<file path="config.mk">
export PLATFORM = sky130hd
export DESIGN_NAME = instr_fetch_buffer
export DESIGN_NICKNAME = d
export VERILOG_FILES = /design/src/rtl/instr_fetch_buffer.sv
export SDC_FILE = /design/constraint.sdc
export NUM_CORES = 1
export LEC_CHECK = 0
export ABC_AREA = 1
export BUFFER_PORTS_ARGS = -buffer_cell sky130_fd_sc_hd__buf_2
export CAP_MARGIN = 25
export CORE_MARGIN = 3
export CORE_UTILIZATION = 55
export DETAILED_ROUTE_END_ITERATION = 6
export PLACE_DENSITY = 0.79
export RECOVER_POWER = 50
export SLEW_MARGIN = 20
export SYNTH_ARGS = -nofsm -noshare
export SYNTH_HDL_FRONTEND = slang
export SYNTH_SLANG_ARGS = --single-unit
</file>
<file path="constraint.sdc">
create_clock -name Clk -period 10.5 [get_ports Clk]
set_clock_uncertainty 0.1 [all_clocks]
set_input_delay 2.1 -clock Clk [delete_from_list [all_inputs] [get_ports Clk]]
set_output_delay 2.1 -clock Clk [all_outputs]
set_load 0.02 [all_outputs]
</file>
<file path="src/rtl/instr_fetch_buffer.sv">
// Fetch front end: next-PC select, single outstanding imem request, PC-tagged FIFO.
// Optional perf counters FetchCount/StallCycles when FETCH_PERF_EN is defined.
module instr_fetch_buffer #(
   parameter int DEPTH = 4
) (
   input  logic        Clk,
   input  logic        Reset,
   input  logic [31:0] PCResult,
   output logic [31:0] Address,
   input  logic        Redirect,
   input  logic [31:0] RedirectTarget,
   output logic        IMemReq,
   output logic [31:0] IMemAddr,
   input  logic        IMemAck,
   input  logic        IMemRspValid,
   input  logic [31:0] IMemRspData,
   output logic        InstrValid,
   output logic [31:0] Instr,
   output logic [31:0] InstrPC,
   input  logic        InstrReady
`ifdef FETCH_PERF_EN
   ,
   output logic [31:0] FetchCount,
   output logic [31:0] StallCycles
`endif
);

   localparam int AW = $clog2(DEPTH);
   localparam int CW = AW + 1;
   localparam logic [CW-1:0] DEPTH_C = CW'(DEPTH);

   typedef enum logic [1:0] {
      IDLE,
      WAIT_RSP,
      DROP
   } state_t;

   state_t        state_q, state_d;
   logic [CW-1:0] count_q, count_d;
   logic [AW-1:0] wr_ptr_q, wr_ptr_d;
   logic [AW-1:0] rd_ptr_q, rd_ptr_d;
   logic [31:0]   pend_pc_q, pend_pc_d;

   logic [31:0] instr_mem_q [DEPTH];
   logic [31:0] pc_mem_q    [DEPTH];

   logic        issue;
   logic        fire;
   logic        push;
   logic        pop;
   logic        full;
   logic [31:0] redir_pc;

   assign full     = (count_q == DEPTH_C);
   assign redir_pc = RedirectTarget & 32'hFFFF_FFFC;

   always_comb begin
      issue = (state_q == IDLE) && !Reset && !Redirect
              && (count_q < DEPTH_C);
      fire  = issue && IMemAck;
      pop   = (count_q != '0) && InstrReady;
      push  = (state_q == WAIT_RSP) && IMemRspValid && !Redirect;

      IMemReq    = issue;
      IMemAddr   = PCResult;
      InstrValid = (count_q != '0);
      Instr      = instr_mem_q[rd_ptr_q];
      InstrPC    = pc_mem_q[rd_ptr_q];

      if (Reset)
         Address = 32'h0;
      else if (Redirect)
         Address = redir_pc;
      else if (fire)
         Address = PCResult + 32'd4;
      else
         Address = PCResult;
   end

   always_comb begin
      state_d   = state_q;
      pend_pc_d = pend_pc_q;
      count_d   = count_q;
      wr_ptr_d  = wr_ptr_q;
      rd_ptr_d  = rd_ptr_q;

      unique case (state_q)
         IDLE: begin
            if (fire) begin
               state_d   = WAIT_RSP;
               pend_pc_d = PCResult;
            end
         end
         WAIT_RSP: begin
            if (IMemRspValid)
               state_d = IDLE;
            else if (Redirect)
               state_d = DROP;
         end
         DROP: begin
            if (IMemRspValid)
               state_d = IDLE;
         end
         default: state_d = IDLE;
      endcase

      // A redirect flushes everything, including a same-cycle pop or push
      if (Redirect) begin
         count_d  = '0;
         wr_ptr_d = '0;
         rd_ptr_d = '0;
      end else begin
         if (push)
            wr_ptr_d = wr_ptr_q + AW'(1);
         if (pop)
            rd_ptr_d = rd_ptr_q + AW'(1);
         count_d = count_q + CW'(push) - CW'(pop);
      end
   end

   always_ff @(posedge Clk) begin
      if (Reset) begin
         state_q   <= IDLE;
         count_q   <= '0;
         wr_ptr_q  <= '0;
         rd_ptr_q  <= '0;
         pend_pc_q <= '0;
      end else begin
         state_q   <= state_d;
         count_q   <= count_d;
         wr_ptr_q  <= wr_ptr_d;
         rd_ptr_q  <= rd_ptr_d;
         pend_pc_q <= pend_pc_d;
      end
   end

   always_ff @(posedge Clk) begin
      if (!Reset && push) begin
         instr_mem_q[wr_ptr_q] <= IMemRspData;
         pc_mem_q[wr_ptr_q]    <= pend_pc_q;
      end
   end

`ifdef FETCH_PERF_EN
   logic [31:0] fetch_cnt_q, fetch_cnt_d;
   logic [31:0] stall_cnt_q, stall_cnt_d;

   always_comb begin
      fetch_cnt_d = fetch_cnt_q;
      stall_cnt_d = stall_cnt_q;
      if (pop)
         fetch_cnt_d = fetch_cnt_q + 32'd1;
      if ((state_q == IDLE) && full)
         stall_cnt_d = stall_cnt_q + 32'd1;
   end

   always_ff @(posedge Clk) begin
      if (Reset) begin
         fetch_cnt_q <= '0;
         stall_cnt_q <= '0;
      end else begin
         fetch_cnt_q <= fetch_cnt_d;
         stall_cnt_q <= stall_cnt_d;
      end
   end

   assign FetchCount  = fetch_cnt_q;
   assign StallCycles = stall_cnt_q;
`endif

endmodule
</file>
Word-level counts from Yosys, hierarchy flattened --
Memories as Yosys holds them, arrays and structs flattened. A register that Yosys moved wholly into a read port is not among the register bits. Index checks and enable logic that the tools add are counted.
Cells by class: eq/ne operators 5, add/subtract/negate cells 5, reduce and logical (&&, ||, !) cells 15, magnitude comparators 1, muxes and demuxes 14
Operators with widths (number):
- 32-bit 2-to-1 mux | 3
- 32-bit by 3-bit adder with 32-bit output, second input constant | 1
- 2-bit 2-to-1 mux | 8
- 1-bit logical AND | 8
- 2-bit case mux with 3 select lines | 1
- 2-bit by 1-bit adder with 2-bit output, second input constant | 2
- 2-bit inequality test, second input constant | 2
- 3-bit by 1-bit adder with 3-bit output | 1
- 3-bit less-than comparator, second input constant | 1
- 3-bit inequality test, second input constant | 1
- 3-bit AND reduction | 1
- 3-bit nonzero test | 1
- 3-bit by 1-bit subtractor with 3-bit output | 1
- 2-bit by 1-bit == test with 1-bit output, second input constant | 1
- 2-bit == test, second input constant | 1
- 1-bit zero test | 2
- 2-bit zero test | 1
- 1-bit 2-to-1 mux | 2
- 2-bit AND reduction | 1
- 2-bit OR reduction | 1
Word-level totals: memory bits (writable) 256, logic and storage cells 47, bits in registers 41, output and inout bits 130, input port bits 102, memories kept 2
Memories:
- instr_mem_q | depth 4, width 32, rd ports 1, clocked after Yosys merged registers in 1, write ports 1, line 44 | logic [31:0] instr_mem_q [DEPTH];
- pc_mem_q | depth 4, width 32, rd ports 1, clocked after Yosys merged registers in 1, write ports 1, line 45 | logic [31:0] pc_mem_q [DEPTH];

Depth between registers and ports, before layout --
depth in word-level cells 8, gate-level depth with buffers 11, depth with buffers taken out 11

Least setup slack after synthesis --
Ideal clock, no wire load.
path kind input to register, start in Reset, end mem instr_mem_q[0][0] (enable), arrival time 5204 ps, stages on the path 4, setup time 486 ps, setup slack 4710 ps, cells stage by stage buf_4 > nor2_8 > nand2_1 > nor2_1
Between the ends: longest elaborated chain between the ends 4
RTL lines:
- start, declared | line 7 | input logic Reset,
- 1-bit zero test | line 138 | if (!Reset && push) begin
- 1-bit logical AND | line 138
- 1-bit 2-to-1 mux | line 138
- 1-bit 2-to-1 mux (not written as such) | line 139 | instr_mem_q[wr_ptr_q] <= IMemRspData;
- end, declared | line 44
No other way between the ends.

Worst setup path after layout --
start in Redirect, end out Address[19]
Between the ends: longest elaborated chain between the ends 7
RTL lines:
- start, declared | line 10 | input logic Redirect,
- 1-bit zero test | line 58 | issue = (state_q == IDLE) && !Reset && !Redirect
- 1-bit logical AND | line 58
- 1-bit logical AND | line 59 | && (count_q < DEPTH_C);
- 1-bit logical AND | line 60 | fire = issue && IMemAck;
- 32-bit 2-to-1 mux | line 74 | else if (fire)
- 32-bit 2-to-1 mux (*) | line 72 | else if (Redirect)
- 32-bit 2-to-1 mux (*) | line 70 | if (Reset)
- end, declared | line 9 | output logic [31:0] Address,
Mark *: on every way between the ends. The rest lies on a longest branch, timed or not.

==> results.yml <==
sta:
  fin_ws_ps: 3080
  slew_headroom_pct: -163
  fmax_mhz: 135
  fin_tns_setup_ps: 0
  timing.final.crit_share_pct: 70.7
  drv_slew: 106
  grt_setup_unrepaired: "no"
  timing.hold.ws_ps: 382
  hold_violations: 0
  tightestPinTransition_ps: 3940
  period_minus_slack_ps: 7420
  setup_viol: 0
hold_path:
  min_from: "rd_ptr_q[0]"
  hold_class: "reg2reg"
  hold_path_depth: 1
  hold_end: "rd_ptr_q[0]"
drt:
  post_drt_wl_per_cell_um: 17.5
  drt_wl_total_mm: 28.7
  ant_nets: 0
  vias: 9183
  drtPass1Iterations: 5
  viasPerCell: 5.59
  drt_iter0_markers: 569
  drc: 0
worst_setup_path:
  reg2reg_slack_ps: 6020
  end_kind: "output pin"
  crit_path_start_kind: "input pin"
  worstReg2RegEnd: "instr_mem_q[1][24]"
  crit_type: "in2out"
  timing.rr.start: "state_q[0]"
  ff2ff_path_depth: 5
  required_ps: 8300
  cp_max_fo: 25
  critical_path_arrival_ps: 5220
cells_and_area:
  nets: 1452
  utilization_pct: 66.1
  fin_cells: 1644
  areaGrowthSynthToFinish_pct: 15.7
  num_antenna_cells: 0
  drive_above_1_share_pct: 19.0
floorplan:
  dieArea_um2: 24900
  core-area_um2: 22200
  initial_core_util_pct: 57.1
  fp-row-count: 54
  io_pins: 232
  die_h_um: 158
  die_w_um: 158
cts:
  path_clk_slew_ps: 60
  cts_setup_buffers: 0
  cts.sinks: 299
  cts-root-buf: "clkbuf_16"
  cts-buffers-inserted: 28
  postCtsHoldBufs: 0
  ctsLongestPathBuffers: 3
  htree_levels: 1
  cts_resized: 0
  cts_tree: "built"
  clock_latency_ps: 530
global_routing:
  grt_pass1_wl_mm: 43.7
  grt_pass1_vias: 8610
  grt_max_degree: 71
  grt_use_total_pct: 22.3
  antenna_found_initial: 2
  grt_overflow: 0
logic_synthesis:
  synth_edf_count: 256
  synthArstFlopShare_pct: 0
  synth_top_cell_by_area: "edfxtp_1"
  ys_seq_elements: 299
  yosysSeqAreaShare_pct: 67.3
  ys_warn_count: 0
  synth_area_leaders: "edfxtp_1 61%, o21ai_0 6.9%, dfxtp_1 6.8%, nor2_1 6.1%, nand2_1 3.8%"
  yosysMostFrequentCell: "edfxtp_1"
  synth.distinct_cells: 36
  synth_top_cell_area_share_pct: 60.5
  ys_top_cells_by_count: "256 x edfxtp_1, 207 x nor2_1, 176 x o21ai_0"
  syn_area_um2: 12700
  synthFlopType: "edfxtp_1"
  netlist_instances: 1167
  synth_nets: 1277
  syn_area_per_cell_um2: 10.9
place:
  place_congestion: 0.910
  io_buffers: 229
  dp.cells: 1592
  post-place-ws_ps: 4330
  hpwlAfterDp_mm: 17.4
job:
  max-cap-violations: 2
power_and_ir_drop:
  leakagePower_nw: 5.80
  power_density_nw_per_um2: 169
  ir_drop_mv: 0.0872
status:
  status: "complete, but fails checks"
  violations: "max-capacitance violations, max-slew violations"
[registers in the layout, indices dropped and copies added, names as in the netlist, named ones only]
register,count
instr_mem_q,128
state_q,2
count_q,3
wr_ptr_q,2
pend_pc_q,32
pc_mem_q,128
rd_ptr_q,2
[where the power goes]
| group | switching, mW | internal, mW |
|---|---|---|
| logic | 0.0879 | 0.0413 |
| registers | 0.0101 | 1.30 |
| clock network | 0.399 | 0.654 |
| total | 0.497 | 1.99 |
[critical path: stages]
cell and delay (ps):
clkbuf_1 210, nor2_1 530, nand4_1 1090, nor2_1 650, nand2_1 130, nand2_1 80
nand2_1 50, o21ai_1 170, inv_1 50, buf_2 150
[cell families after synthesis]
group / after synthesis / share of synthesized area [%]
simple gates: 409 / 13.7
fa+ha+maj: 8 / 0.848
compound gates: 280 / 11.8
flops: 299 / 67.3
xor+xnor: 4 / 0.276
buf+inv: 167 / 6.06
[area by class of cell]
class | count | area [um2]
Inverter | 73 | 275
Tap cell | 280 | 350
Sequential cell | 299 | 8550
Timing Repair Buffer | 239 | 1170
Clock inverter | 12 | 208
Fill cell | 1721 | 7540
Clock buffer | 40 | 767
Multi-Input combinational cell | 701 | 3360
[placed cells by master (no fill, tap or decap), types with 2 or more instances in the layout]
cell type  count
buf_4          8
nor2_4         7
nand4_1       15
o21ai_0      176
o22ai_1       64
dfxtp_1       41
buf_2        195
clkbuf_16     29
bufinv_16      6
inv_2          2
ha_1           7
inv_1         70
clkbuf_1      47
nor3_1         3
xor2_1         3
nand3b_1       4
nand2_1      130
clkinv_2       4
clkinv_1       2
edfxtp_1     256
nand3_1       39
nor2_1       205
nor2_2         3
a31oi_1        3
a21oi_1       31
o21ai_1        3
[metrics by stage]
step / area [um2] / power, mW
floorplan: 12700 / 1.41
global placement: 13800 / 1.46
detailed placement: 13800 / 1.46
CTS: 14800 / 2.50
global route: 14700 / 2.57
finish: 14700 / 2.49
[worst max path at each step]
stage | from | endpoint | slack [ps] | cells after the start
6_report | Redirect | Address[19] | 3080 | 10
5_1_grt | Redirect | Address[19] | 2840 | 10
4_1_cts | Reset | Address[9] | 4330 | 10
3_5_place_dp | Reset | Address[9] | 4330 | 10
3_3_place_gp | Reset | Address[9] | 4340 | 10
2_1_floorplan | Reset | instr_mem_q[0][0] | 4710 | 4
[routing by layer]
layer / up-vias / track usage [%] / routed length, um
met5: - / 0 / 27
met4: 4 / 6.51 / 540
met3: 56 / 3.94 / 2480
met2: 388 / 38.1 / 13700
met1: 4319 / 29.5 / 11900
li1: 4416 / - / -
Note: power is estimated with default switching activity, not from simulation.
